$ cat src/rtl/uart_tx_arbiter_pkg.sv
// Shared types for the UART TX arbiter: TX FSM state encoding,
// frame tag convention and id-width helper.
package uart_tx_arbiter_pkg;

  typedef enum logic [1:0] {
    S_IDLE     = 2'd0,
    S_WAIT_RDY = 2'd1,
    S_STROBE   = 2'd2,
    S_WAIT_ACK = 2'd3
  } tx_state_e;

  // Frame tag carried in the first byte LSB by producers.
  typedef enum logic {
    TAG_DIST  = 1'b0,
    TAG_ANGLE = 1'b1
  } frame_tag_e;

  function automatic int id_width(input int n);
    return (n > 1) ? $clog2(n) : 1;
  endfunction

endpackage

$ cat src/rtl/uart_tx_arbiter_rr.sv
// rr_pick: combinational round-robin selector.
// Ports: req_valid, ptr in; any (some request), g (chosen index) out.
import uart_tx_arbiter_pkg::*;

module rr_pick #(
  parameter int N_REQ = 3
) (
  input  logic [N_REQ-1:0]           req_valid,
  input  logic [id_width(N_REQ)-1:0] ptr,
  output logic                       any,
  output logic [id_width(N_REQ)-1:0] g
);

  localparam int IDW = id_width(N_REQ);

  int k;

  // Walk from the lowest priority down so the
  // first hit after ptr overwrites the others.
  always_comb begin
    any = 1'b0;
    g   = '0;
    k   = 0;
    for (int i = N_REQ - 1; i >= 0; i--) begin
      k = int'(ptr) + i;
      if (k >= N_REQ) k = k - N_REQ;
      if (req_valid[k]) begin
        any = 1'b1;
        g   = IDW'(k);
      end
    end
  end

endmodule

$ cat src/rtl/uart_tx_arbiter.sv
// Frame-level round-robin sharing of one UART TX among N_REQ sources.
// Ports: req_* per source, grant_id/busy/timeout_err status, tx_rdy/data/data_wen to UART.
import uart_tx_arbiter_pkg::*;

module uart_tx_arbiter #(
  parameter int N_REQ       = 3,
  parameter int ACK_TIMEOUT = 1024
) (
  input  logic                       clk,
  input  logic                       rst_n,
  input  logic [N_REQ-1:0]           req_valid,
  input  logic [8*N_REQ-1:0]         req_data,
  input  logic [N_REQ-1:0]           req_last,
  output logic [N_REQ-1:0]           req_ready,
  output logic [id_width(N_REQ)-1:0] grant_id,
  output logic                       busy,
  output logic                       timeout_err,
  input  logic                       tx_rdy,
  output logic [7:0]                 data,
  output logic                       data_wen
);

  localparam int IDW = id_width(N_REQ);
  localparam int CW  = $clog2(ACK_TIMEOUT) + 1;

  localparam logic [CW-1:0]  CNT_LAST = CW'(ACK_TIMEOUT - 1);
  localparam logic [IDW-1:0] ID_MAX   = IDW'(N_REQ - 1);

  tx_state_e        state, state_n;
  logic [IDW-1:0]   ptr, ptr_n;
  logic [IDW-1:0]   grant_n;
  logic [IDW-1:0]   nxt_ptr;
  logic             busy_n;
  logic             wen_n;
  logic             terr_n;
  logic             last_q, last_n;
  logic [7:0]       data_n;
  logic [N_REQ-1:0] rdy_n;
  logic [CW-1:0]    cnt, cnt_n;
  logic             cnt_sat;
  logic             pick_any;
  logic [IDW-1:0]   pick_g;

  rr_pick #(
    .N_REQ(N_REQ)
  ) u_pick (
    .req_valid(req_valid),
    .ptr      (ptr),
    .any      (pick_any),
    .g        (pick_g)
  );

  assign nxt_ptr = (grant_id == ID_MAX)
                 ? '0 : grant_id + 1'b1;
  assign cnt_sat = (cnt >= CNT_LAST);

  always_comb begin
    state_n = state;
    ptr_n   = ptr;
    grant_n = grant_id;
    busy_n  = busy;
    wen_n   = 1'b1;
    terr_n  = 1'b0;
    last_n  = last_q;
    data_n  = data;
    rdy_n   = '0;
    cnt_n   = cnt;
    unique case (state)
      S_IDLE: begin
        if (pick_any) begin
          grant_n = pick_g;
          busy_n  = 1'b1;
          state_n = S_WAIT_RDY;
        end
      end
      S_WAIT_RDY: begin
        // A silent source keeps the lock;
        // frames never interleave.
        if (tx_rdy && req_valid[grant_id]) begin
          data_n  = req_data[{grant_id, 3'b000} +: 8];
          wen_n   = 1'b0;
          rdy_n[grant_id] = 1'b1;
          last_n  = req_last[grant_id];
          state_n = S_STROBE;
        end
      end
      S_STROBE: begin
        cnt_n   = '0;
        state_n = S_WAIT_ACK;
      end
      S_WAIT_ACK: begin
        unique case (1'b1)
          !tx_rdy: begin
            if (last_q) begin
              busy_n  = 1'b0;
              ptr_n   = nxt_ptr;
              state_n = S_IDLE;
            end else begin
              state_n = S_WAIT_RDY;
            end
          end
          tx_rdy && cnt_sat: begin
            terr_n  = 1'b1;
            busy_n  = 1'b0;
            ptr_n   = nxt_ptr;
            state_n = S_IDLE;
          end
          tx_rdy && !cnt_sat: begin
            cnt_n = cnt + 1'b1;
          end
          default: begin
            state_n = S_IDLE;
          end
        endcase
      end
      default: begin
        state_n = S_IDLE;
      end
    endcase
  end

  always_ff @(posedge clk or negedge rst_n) begin
    if (!rst_n) begin
      state       <= S_IDLE;
      ptr         <= '0;
      grant_id    <= '0;
      busy        <= 1'b0;
      data_wen    <= 1'b1;
      timeout_err <= 1'b0;
      last_q      <= 1'b0;
      data        <= 8'h00;
      req_ready   <= '0;
      cnt         <= '0;
    end else begin
      state       <= state_n;
      ptr         <= ptr_n;
      grant_id    <= grant_n;
      busy        <= busy_n;
      data_wen    <= wen_n;
      timeout_err <= terr_n;
      last_q      <= last_n;
      data        <= data_n;
      req_ready   <= rdy_n;
      cnt         <= cnt_n;
    end
  end

endmodule

$ cat config.mk
export PLATFORM = sky130hd
export DESIGN_NAME = uart_tx_arbiter
export DESIGN_NICKNAME = d
export VERILOG_FILES = /design/src/rtl/uart_tx_arbiter_pkg.sv /design/src/rtl/uart_tx_arbiter_rr.sv /design/src/rtl/uart_tx_arbiter.sv
export SDC_FILE = /design/constraint.sdc
export NUM_CORES = 1
export LEC_CHECK = 0
export BUFFER_PORTS_ARGS = -buffer_cell sky130_fd_sc_hd__buf_2
export CORE_ASPECT_RATIO = 0.5
export CORE_MARGIN = 1.5
export CORE_UTILIZATION = 42
export DETAILED_ROUTE_END_ITERATION = 10
export PLACE_DENSITY = 0.69
export SLEW_MARGIN = 10
export SYNTH_ARGS = -nofsm -noshare
export SYNTH_HDL_FRONTEND = slang
export SYNTH_SLANG_ARGS = --single-unit
$ cat constraint.sdc
create_clock -name clk -period 2.67 [get_ports clk]
set_clock_uncertainty 0.1 [all_clocks]
set_input_delay 0.1335 -clock clk [delete_from_list [all_inputs] [get_ports clk]]
set_output_delay 0.1335 -clock clk [all_outputs]
set_load 0.005 [all_outputs]
==> impl_metrics.yaml, run 1 <==
synth:
  avgSynthCellArea_um2: 9.240
  synth_top_cell_by_area: "dfrtp_1"
  yosys-top-cells-area: "dfrtp_1 42%, mux2i_1 6.5%, a21oi_1 6.2%"
  yosysSeqAreaShare_pct: 43.40
  yosys.area.top_type_share_pct: 41.98
  synthTopCellsByCount: "31 x dfrtp_1, 25 x nand2_1, 23 x a21oi_1, 18 x nor2_1, 14 x o21ai_0"
  synth_edf_count: 0
  ys.flop_type: "dfrtp_1"
  syn-num-nets: 240
  async_reset_ff_share_pct: 100.0
  synth.distinct_cells: 45
  synth-seq-cells: 32
  yosys_warnings: 0
  synthCells: 200
  yosysMostFrequentCell: "dfrtp_1"
  synth_area_mm2: 0.001848
grt:
  grt_overflow: 0
  grt_pass1_vias: 1578
  grt_pass1_wl_um: 6962
  grt.total_usage_pct: 18.30
  grt_max_degree: 33
  antenna_found_initial: 0
worst_setup_path:
  cp_cell_sequence: "inv_1, ha_1, maj3_1, a2bb2oi_1, a21boi_1, nor2_1, mux2_1"
  r2r_slack_ps: 370
  critPathTopFamily: "adder cells"
  r2r-end: "state[1]"
  rr_startpoint: "ptr[0]"
  critical_path_class: "flop to flop"
  cp-endpoint: "state[1]"
  slowest_delay_ps: 380
  path_depth: 7
  rr_worst_depth: 7
  crit_path_top_delay_cell: "maj3_1"
  critPathMaxFanout: 6
  startpoint: "ptr[0]"
  cp-start-kind: "flop"
  cp_data_required_time_ps: 2740
  path_buf_inv: 1
  crit_arrival_ps: 2370
  end_kind: "flop"
route:
  drt.antenna.violating_nets: 0
  drt-wirelength-per-cell_um: 13.57
  num_vias: 1644
  routed_wl_um: 4140
  drtIter0Drc: 49
  drcViolationCount: 0
  vias_per_cell: 5.390
  dr.pass1.iters: 4
die:
  dieArea_mm2: 0.004831
  rows: 16
  initial_core_util_pct: 45.47
  io_pins: 49
  fp.dieH_um: 49.91
  die-width_um: 96.81
  design.core.area_mm2: 0.004064
clocking:
  cts_resized: 0
  clockBufferDepth: 2
  clk_pin_slew_worst_paths_ps: 70
  clock_sinks: 32
  cts_tree: "built"
  clk_latency_ps: 280
  cts_buffers: 5
  htree_levels: 2
  cts_setup_buffers: 0
  cts_root_buf: "clkbuf_8"
sta:
  worst_pin_slew_ps: 706.0
  final.setup.worst_slack_ps: 365.8
  fmax_mhz: 434.0
  tns_ps: 0
  slew_headroom_pct: 52.80
  drv_slew: 0
  setup_violations: 0
  rsz0062_at_grt: "no"
  final_hold_viol_count: 0
  min_period_over_period_pct: 86.30
  post-route-min-period_ps: 2304
finish:
  antenna_cells: 0
  fillCellCount: 380
  final_cells: 305
  area_growth_pct: 21.53
  design_area_mm2: 0.002246
  nets: 290
  drive_gt1_share_pct: 25.90
placed_design:
  dp_worst_setup_slack_ps: 394.8
  numPlacedInstances: 296
  routabilityCongestion: 0.8413
  dpl.hpwl_um: 2986
  post_dp_cell_area_mm2: 0.002136
  port_buffers: 48
power_and_ir_drop:
  power_density_mw_per_mm2: 903.8
  peakVddDrop_uv: 385.5
  leakage_nw: 1.104
job:
  maxCapViolCount: 0
run_status:
  outcome: "finished clean"
min_path:
  min_path_type: "primary input to flop"
-- worst reg2reg max path, cell delays in order (launching register included) --
cell and delay [ps]:
dfrtp_1 350, inv_1 60, ha_1 370, maj3_1 380, a2bb2oi_1 240, a21boi_1 190
nor2_1 180, mux2_1 330
-- cell usage in the layout (no fill, tap or decap), types with 2 or more instances in the layout --
master / Yosys / layout
o22ai_1: 2 / 2
o31a_1: 2 / 2
ha_1: 7 / 7
o21ai_1: 2 / 2
buf_2: 1 / 48
nand4_1: 2 / 2
nor3b_1: 4 / 4
o21ai_0: 14 / 14
nor3_1: 4 / 4
clkbuf_8: 0 / 7
nand3_1: 5 / 5
a21oi_1: 23 / 23
and3_1: 2 / 2
mux2i_1: 12 / 12
o31ai_1: 2 / 2
dfrtp_1: 31 / 31
nand2_1: 25 / 25
nor2b_1: 2 / 2
nor2_1: 18 / 18
a31oi_1: 3 / 3
buf_4: 0 / 3
inv_1: 9 / 9
-- stage by stage --
| stage | hold WS, ps | utilization [%] | total power [W] |
|---|---|---|---|
| after global placement | 122.6 | 52.56 | 0.001583 |
| final | 29.33 | 55.26 | 0.002030 |
| after detailed placement | 139.0 | 52.56 | 0.001617 |
| after global routing | 34.30 | 55.26 | 0.002199 |
| after floorplan | -262.1 | - | 0.001360 |
| after CTS | 30.38 | 55.26 | 0.002043 |
-- worst min path at each step --
stage           startpoint           to  slack [ps]  cells past startpoint
6_report       req_data[8]      data[0]          30                      3
5_1_grt        req_data[8]      data[0]          30                      3
4_1_cts        req_data[9]      data[1]          30                      3
3_5_place_dp         rst_n  grant_id[1]         140                      1
3_3_place_gp         rst_n  grant_id[1]         120                      1
2_1_floorplan        rst_n         busy        -260                      0
-- area by class of cell --
cell class,count,area [um2],area share (%)
sequential,32,802.0,35.71
inverter,9,33.78,1.504
multi-input combinational,150,969.7,43.18
timing repair buffer,52,272.8,12.14
tap,54,67.56,3.008
clock buffer,8,100.1,4.457
-- routing by layer --
layer	part of all wire (%)	vias up	track usage, %
met4	1.2	0	6.763
met2	50	32	32.28
met3	4.3	6	4.823
li1	-	825	-
met5	0	-	0
met1	45	781	21.79
-- flip-flops by register name (all words and copies together), names as in the netlist --
name / count
data_wen: 1
state: 2
ptr: 2
data: 8
cnt: 11
busy: 1
last_q: 1
req_ready: 3
timeout_err: 1
grant_id: 2
-- report_power, final --
group          internal (W)  leakage [nW]  switching [W]
sequential         0.000622         0.419       0.000122
combinational      0.000377         0.634       0.000493
clock              0.000235        0.0515       0.000181
-- kinds of logic (layout without fill, tap and decap cells) --
family | count (synthesis) | after routing | share of synthesized area (%)
and+or+nand+nor | 68 | 68 | 17.47
AOI/OAI and AO/OA | 59 | 59 | 21.53
DFF | 32 | 32 | 43.40
buffers and inverters | 18 | 69 | 4.130
muxes | 14 | 14 | 7.719
adders and majority gates | 8 | 8 | 5.281
xor gates and xnor gates | 1 | 1 | 0.4740
-- timing repair --
action	in CTS	in global routing
hold buffers	1	0
hold endpoints to repair	31	0
endpoints found under the setup margin	0	0
Power figures use the tool's default switching activity.
==> run 2, diff against run 1 <==
- PLACE_DENSITY: 0.69 -> 0.68
- SYNTH_HIERARCHICAL: unset -> 1
==> run 2 against run 1 <==
Total power increased by 4.8%. Non-clock buffer count increased by 2. Cell count increased by 0.98%. First-iteration DRC count decreased by 22%. Routed wire length increased by 6.9%. Largest power group unchanged.
==> impl_metrics.yaml, run 2 <==
placed_design:
  routabilityCongestion: 0.8288
  dp_worst_setup_slack_ps: 220.8
  port_buffers: 48
  dpl.hpwl_um: 3189
sta:
  post-route-min-period_ps: 2482
  final.setup.worst_slack_ps: 188.1
  tns_ps: 0
  worst_pin_slew_ps: 714.3
  fmax_mhz: 402.9
  min_period_over_period_pct: 92.95
  rsz0062_at_grt: "no"
  setup_violations: 0
  holdWs_ps: 86.21
  slew_headroom_pct: 52.38
  final_hold_viol_count: 0
  drv_slew: 0
clocking:
  cts_root_buf: "clkbuf_8"
  htree_levels: 2
  cts_resized: 0
  hold_buffers: 1
  clk_pin_slew_worst_paths_ps: 70
  clockBufferDepth: 2
  cts_setup_buffers: 0
  cts_tree: "built"
  clk_latency_ps: 280
  cts_buffers: 5
  clock_sinks: 32
run_status:
  outcome: "finished clean"
worst_setup_path:
  cp-start-kind: "flop"
  crit_arrival_ps: 2550
  critPathMaxFanout: 10
  cp_cell_sequence: "inv_1, ha_1, mux2i_1, o221ai_1, o32a_1, nand2b_1, o211ai_1, mux2_2"
  rr_startpoint: "ptr[1]"
  end_kind: "flop"
  critical_path_class: "flop to flop"
  crit_path_top_delay_cell: "o32a_1"
  slowest_delay_ps: 420
  cp_data_required_time_ps: 2740
  startpoint: "ptr[1]"
  rr_worst_depth: 8
finish:
  layout_common_cells: "48 x buf_2, 31 x dfrtp_1, 18 x nand2_1"
  largest_register: "cnt"
  post-route-util_pct: 53.08
  antenna_cells: 0
  area_growth_pct: 19.97
  largestRegisters: "cnt x11, data x8, req_ready x3"
  layout_commonest_cell: "buf_2"
  drive_gt1_share_pct: 31.87
  largest_reg_flops: 11
  nets: 291
die:
  rows: 17
  die-width_um: 99.78
  dieArea_mm2: 0.005128
  fp.dieH_um: 51.39
  initial_core_util_pct: 44.24
  design.core.area_mm2: 0.004446
  io_pins: 49
grt:
  grt_max_degree: 33
  grt_overflow: 0
  grt_pass1_vias: 1665
  grt.total_usage_pct: 18.35
  grt_pass1_wl_um: 7424
  antenna_found_initial: 0
route:
  vias_per_cell: 5.659
  routed.top_layer: "met4"
  drcViolationCount: 0
  num_vias: 1743
  drt-wirelength-per-cell_um: 14.36
  wl_met3_um: 223
  dr.pass1.iters: 4
  wl_met2_um: 2224
  drtIter0Drc: 38
  drt.antenna.violating_nets: 0
  wl_met1_um: 1948
  routed_wl_um: 4424
synth:
  syn-num-nets: 239
  yosysSeqAreaShare_pct: 40.78
  synth_edf_count: 0
  synth_area_mm2: 0.001967
  async_reset_ff_share_pct: 100.0
  ys.flop_type: "dfrtp_1"
  synthCells: 198
  synth.distinct_cells: 43
  avgSynthCellArea_um2: 9.934
  synth_top_cell_by_area: "dfrtp_1"
  yosysMostFrequentCell: "dfrtp_1"
  synthTopCellsByCount: "31 x dfrtp_1, 18 x nand2_1, 15 x o21ai_0, 14 x mux2_2, 11 x mux2i_1"
  yosys_warnings: 6
  yosys-top-cells-area: "dfrtp_1 39%, mux2_2 8.0%, mux2i_1 5.6%"
  yosys.area.top_type_share_pct: 39.44
  synth-seq-cells: 32
power_and_ir_drop:
  p_seq_share_pct: 35.2
  peakVddDrop_uv: 446.5
  swShare_pct: 37.71
  leakage_nw: 1.079
  power_switching_w: 0.0008023
  pwr-share-comb_pct: 46.8
  p_clk_share_pct: 18.0
  power_density_mw_per_mm2: 901.6
  power_w: 0.002128
  p_int_w: 0.001325
min_path:
  hp-start: "req_data[17]"
  whs_path_depth: 4
  min_path_type: "primary input to flop"
job:
  maxCapViolCount: 0
[run 2: cell types whose count changed after synthesis, moves of 4 or more]
cell	delta
nor3b_1	-4
o211ai_1	+5
a21oi_1	-16
nor2b_1	+5
mux2_2	+13
nand2_1	-7
nor2_1	-11
nand2b_1	+7
[run 2: layout make-up]
class                      count  area, um2
fill                         407       2086
sequential                    32      802.0
tap                           57      71.32
multi-input combinational    148       1075
clock buffer                   8      90.09
inverter                       9      33.78
timing repair buffer          54      287.8
[run 2: per-layer routing]
layer	global-route usage [%]	vias to the layer above
met5	0	-
met4	4.695	0
met3	4.651	4
met2	33.67	61
met1	21.76	849
li1	-	829
[run 2: worst max-delay path: cells and delay by family, from the launching register on]
family | cells | cell delay [ps]
compound gates | 3 | 690
fa+ha+maj | 1 | 340
buf+inv | 1 | 70
flops | 1 | 410
mux | 2 | 600
simple gates | 1 | 180
[run 2: power by group through the flow]
stage / logic, W / clock network, W / registers (W)
after floorplan: 0.000722 / 0 / 0.000742
after global placement: 0.000958 / 0 / 0.000748
after detailed placement: 0.000994 / 0 / 0.000753
after CTS: 0.00100 / 0.000394 / 0.000747
after global routing: 0.00112 / 0.000414 / 0.000774
final: 0.000996 / 0.000384 / 0.000748
[run 2: path summary, 6_finish.rpt]
kind	slack (ps)	endpoint
min in group asynchronous	330	cnt[8]
worst max-delay path	190	state[1]
worst min-delay path	90	data[1]
worst max register to register	190	state[1]
max in group asynchronous	1670	data[6]
worst min register to register	410	data[6]
[run 2: per-stage QoR]
| stage | cells | area, um2 |
|---|---|---|
| 2_1_floorplan | 198 | 1967 |
| 3_5_place_dp | 299 | 2260 |
| 5_1_grt | 308 | 2360 |
| 6_report | 308 | 2360 |
| 3_3_place_gp | 299 | 2260 |
| 4_1_cts | 308 | 2360 |
[run 2: kinds of logic (layout without fill, tap and decap cells)]
kind of cell	count (synthesis)	in the layout	share of synthesized area, %
buffers and inverters	18	71	4.580
AO/OA/AOI/OAI	53	53	19.85
multiplexers	25	25	13.61
flip-flops	32	32	40.78
adder cells (fa/ha/maj)	8	8	5.089
AND/OR/NAND/NOR	62	62	16.09
==> run 3, diff against run 2 <==
- CORE_UTILIZATION: 42 -> 45
- PLACE_DENSITY: 0.68 -> 0.72
==> run 3 against run 2 <==
Die area decreased by 6.4%. Setup slack improved by 32 ps. Maximum frequency increased by 1.3%. Design area increased by 0.27%. Via count decreased by 3.6%. Global-route usage increased by 1.4 points. Critical path type unchanged.
==> impl_metrics.yaml, run 3 (synthesis gave the netlist of run 2 again) <==
die:
  die-width_um: 96.50
  dieArea_mm2: 0.004801
  fp.dieH_um: 49.75
  rows: 16
  design.core.area_mm2: 0.004044
  io_pins: 49
  initial_core_util_pct: 48.64
worst_setup_path:
  rr_worst_depth: 8
  r2r_slack_ps: 220
  rr_startpoint: "ptr[1]"
  critPathMaxFanout: 10
  end_kind: "flop"
  cp_data_required_time_ps: 2740
  r2r-end: "state[1]"
  critical_path_class: "flop to flop"
  cp-start-kind: "flop"
  crit_arrival_ps: 2520
min_path:
  min_to: "data[1]"
  hp-start: "req_data[17]"
  min_path_type: "primary input to flop"
  whs_path_depth: 4
route:
  drcViolationCount: 0
  num_vias: 1680
  dr.pass1.iters: 4
  drtIter0Drc: 106
  drt-wirelength-per-cell_um: 13.71
  vias_per_cell: 5.526
  routed_wl_um: 4168
  drt.antenna.violating_nets: 0
grt:
  grt_pass1_wl_um: 7189
  antenna_found_initial: 0
  grt_max_degree: 33
  grt_pass1_vias: 1560
  grt_overflow: 0
  grt.total_usage_pct: 19.74
clocking:
  clock_sinks: 32
  clockBufferDepth: 2
  cts_root_buf: "clkbuf_8"
  htree_levels: 2
  cts_setup_buffers: 0
  cts_buffers: 5
  cts_tree: "built"
  clk_pin_slew_worst_paths_ps: 70
  clk_latency_ps: 280
power_and_ir_drop:
  peakVddDrop_uv: 523.3
  power_density_mw_per_mm2: 921.1
  leakage_nw: 1.084
run_status:
  outcome: "finished clean"
job:
  maxCapViolCount: 0
placed_design:
  routabilityCongestion: 0.8414
  port_buffers: 48
  dpl.hpwl_um: 3034
  numPlacedInstances: 295
sta:
  tns_ps: 0
  final_hold_viol_count: 0
  fmax_mhz: 408.1
  drv_slew: 0
  setup_violations: 0
  post-route-min-period_ps: 2450
  rsz0062_at_grt: "no"
  worst_pin_slew_ps: 727.1
  slew_headroom_pct: 51.53
  min_period_over_period_pct: 91.77
finish:
  drive_gt1_share_pct: 32.00
  layout_common_cells: "48 x buf_2, 31 x dfrtp_1, 18 x nand2_1"
  area_growth_pct: 20.29
  nets: 290
  largest_register: "cnt"
  final_cells: 304
  largest_reg_flops: 11
  largestRegisters: "cnt x11, data x8, req_ready x3"
  antenna_cells: 0
  layout_commonest_cell: "buf_2"
## run 3: how the worst max path moves through the flow
stage | start | end | slack [ps]
4_1_cts | ptr[1] | state[1] | 220
5_1_grt | ptr[1] | state[1] | 80
3_3_place_gp | ptr[1] | state[1] | 330
2_1_floorplan | ptr[1] | state[1] | 490
3_5_place_dp | ptr[1] | state[1] | 230
6_report | ptr[1] | state[1] | 220
## run 3: critical path, cell delays in order (launching register included)
cell	delay, ps
dfrtp_1	410
inv_1	70
ha_1	340
mux2i_1	230
o221ai_1	150
o32a_1	410
nand2b_1	170
o211ai_1	110
mux2_2	360
## run 3: layer usage
metal | routed length, um | track usage, % | share of wire [%]
met1 | 1962 | 25.83 | 47
met2 | 1977 | 30.89 | 47
met3 | 186 | 6.636 | 4.5
met4 | 42 | 6.039 | 1.0
met5 | 0 | 0 | 0
## run 3: timing repair
| item | in CTS | in global routing |
|---|---|---|
| hold endpoints to repair | 31 | 0 |
| hold buffers | 1 | 0 |
| gates resized for setup | 0 | 0 |
## run 3: stage by stage
| step | cell area, um2 | hold WS (ps) | setup slack, ps | util (%) | power, W |
|---|---|---|---|---|---|
| 3_5_place_dp | 2248 | 143.9 | 230.8 | 55.60 | 0.001731 |
| 2_1_floorplan | 1967 | -262.1 | 485.8 | - | 0.001465 |
| 5_1_grt | 2366 | 95.29 | 77.98 | 58.51 | 0.002358 |
| 3_3_place_gp | 2248 | 127.6 | 334.0 | 55.60 | 0.001699 |
| 6_report | 2366 | 77.78 | 219.7 | 58.51 | 0.002179 |
| 4_1_cts | 2366 | 75.38 | 225.0 | 58.51 | 0.002200 |
## run 3: final cells by class
cell class                      count  area, um2
Clock buffer                        6      72.57
Multi-Input combinational cell    148       1075
Fill cell                         346       1678
Tap cell                           54      67.56
Sequential cell                    32      802.0
Clock inverter                      2      35.03
Inverter                            9      33.78
Timing Repair Buffer               53      280.3
## run 3: where the power goes
| group | internal (W) | leakage (nW) | switching [W] |
|---|---|---|---|
| clock network | 0.000277 | 0.0552 | 0.000185 |
| registers | 0.000629 | 0.414 | 0.000145 |
| logic | 0.000473 | 0.615 | 0.000471 |
| total | 0.00138 | 1.08 | 0.000800 |
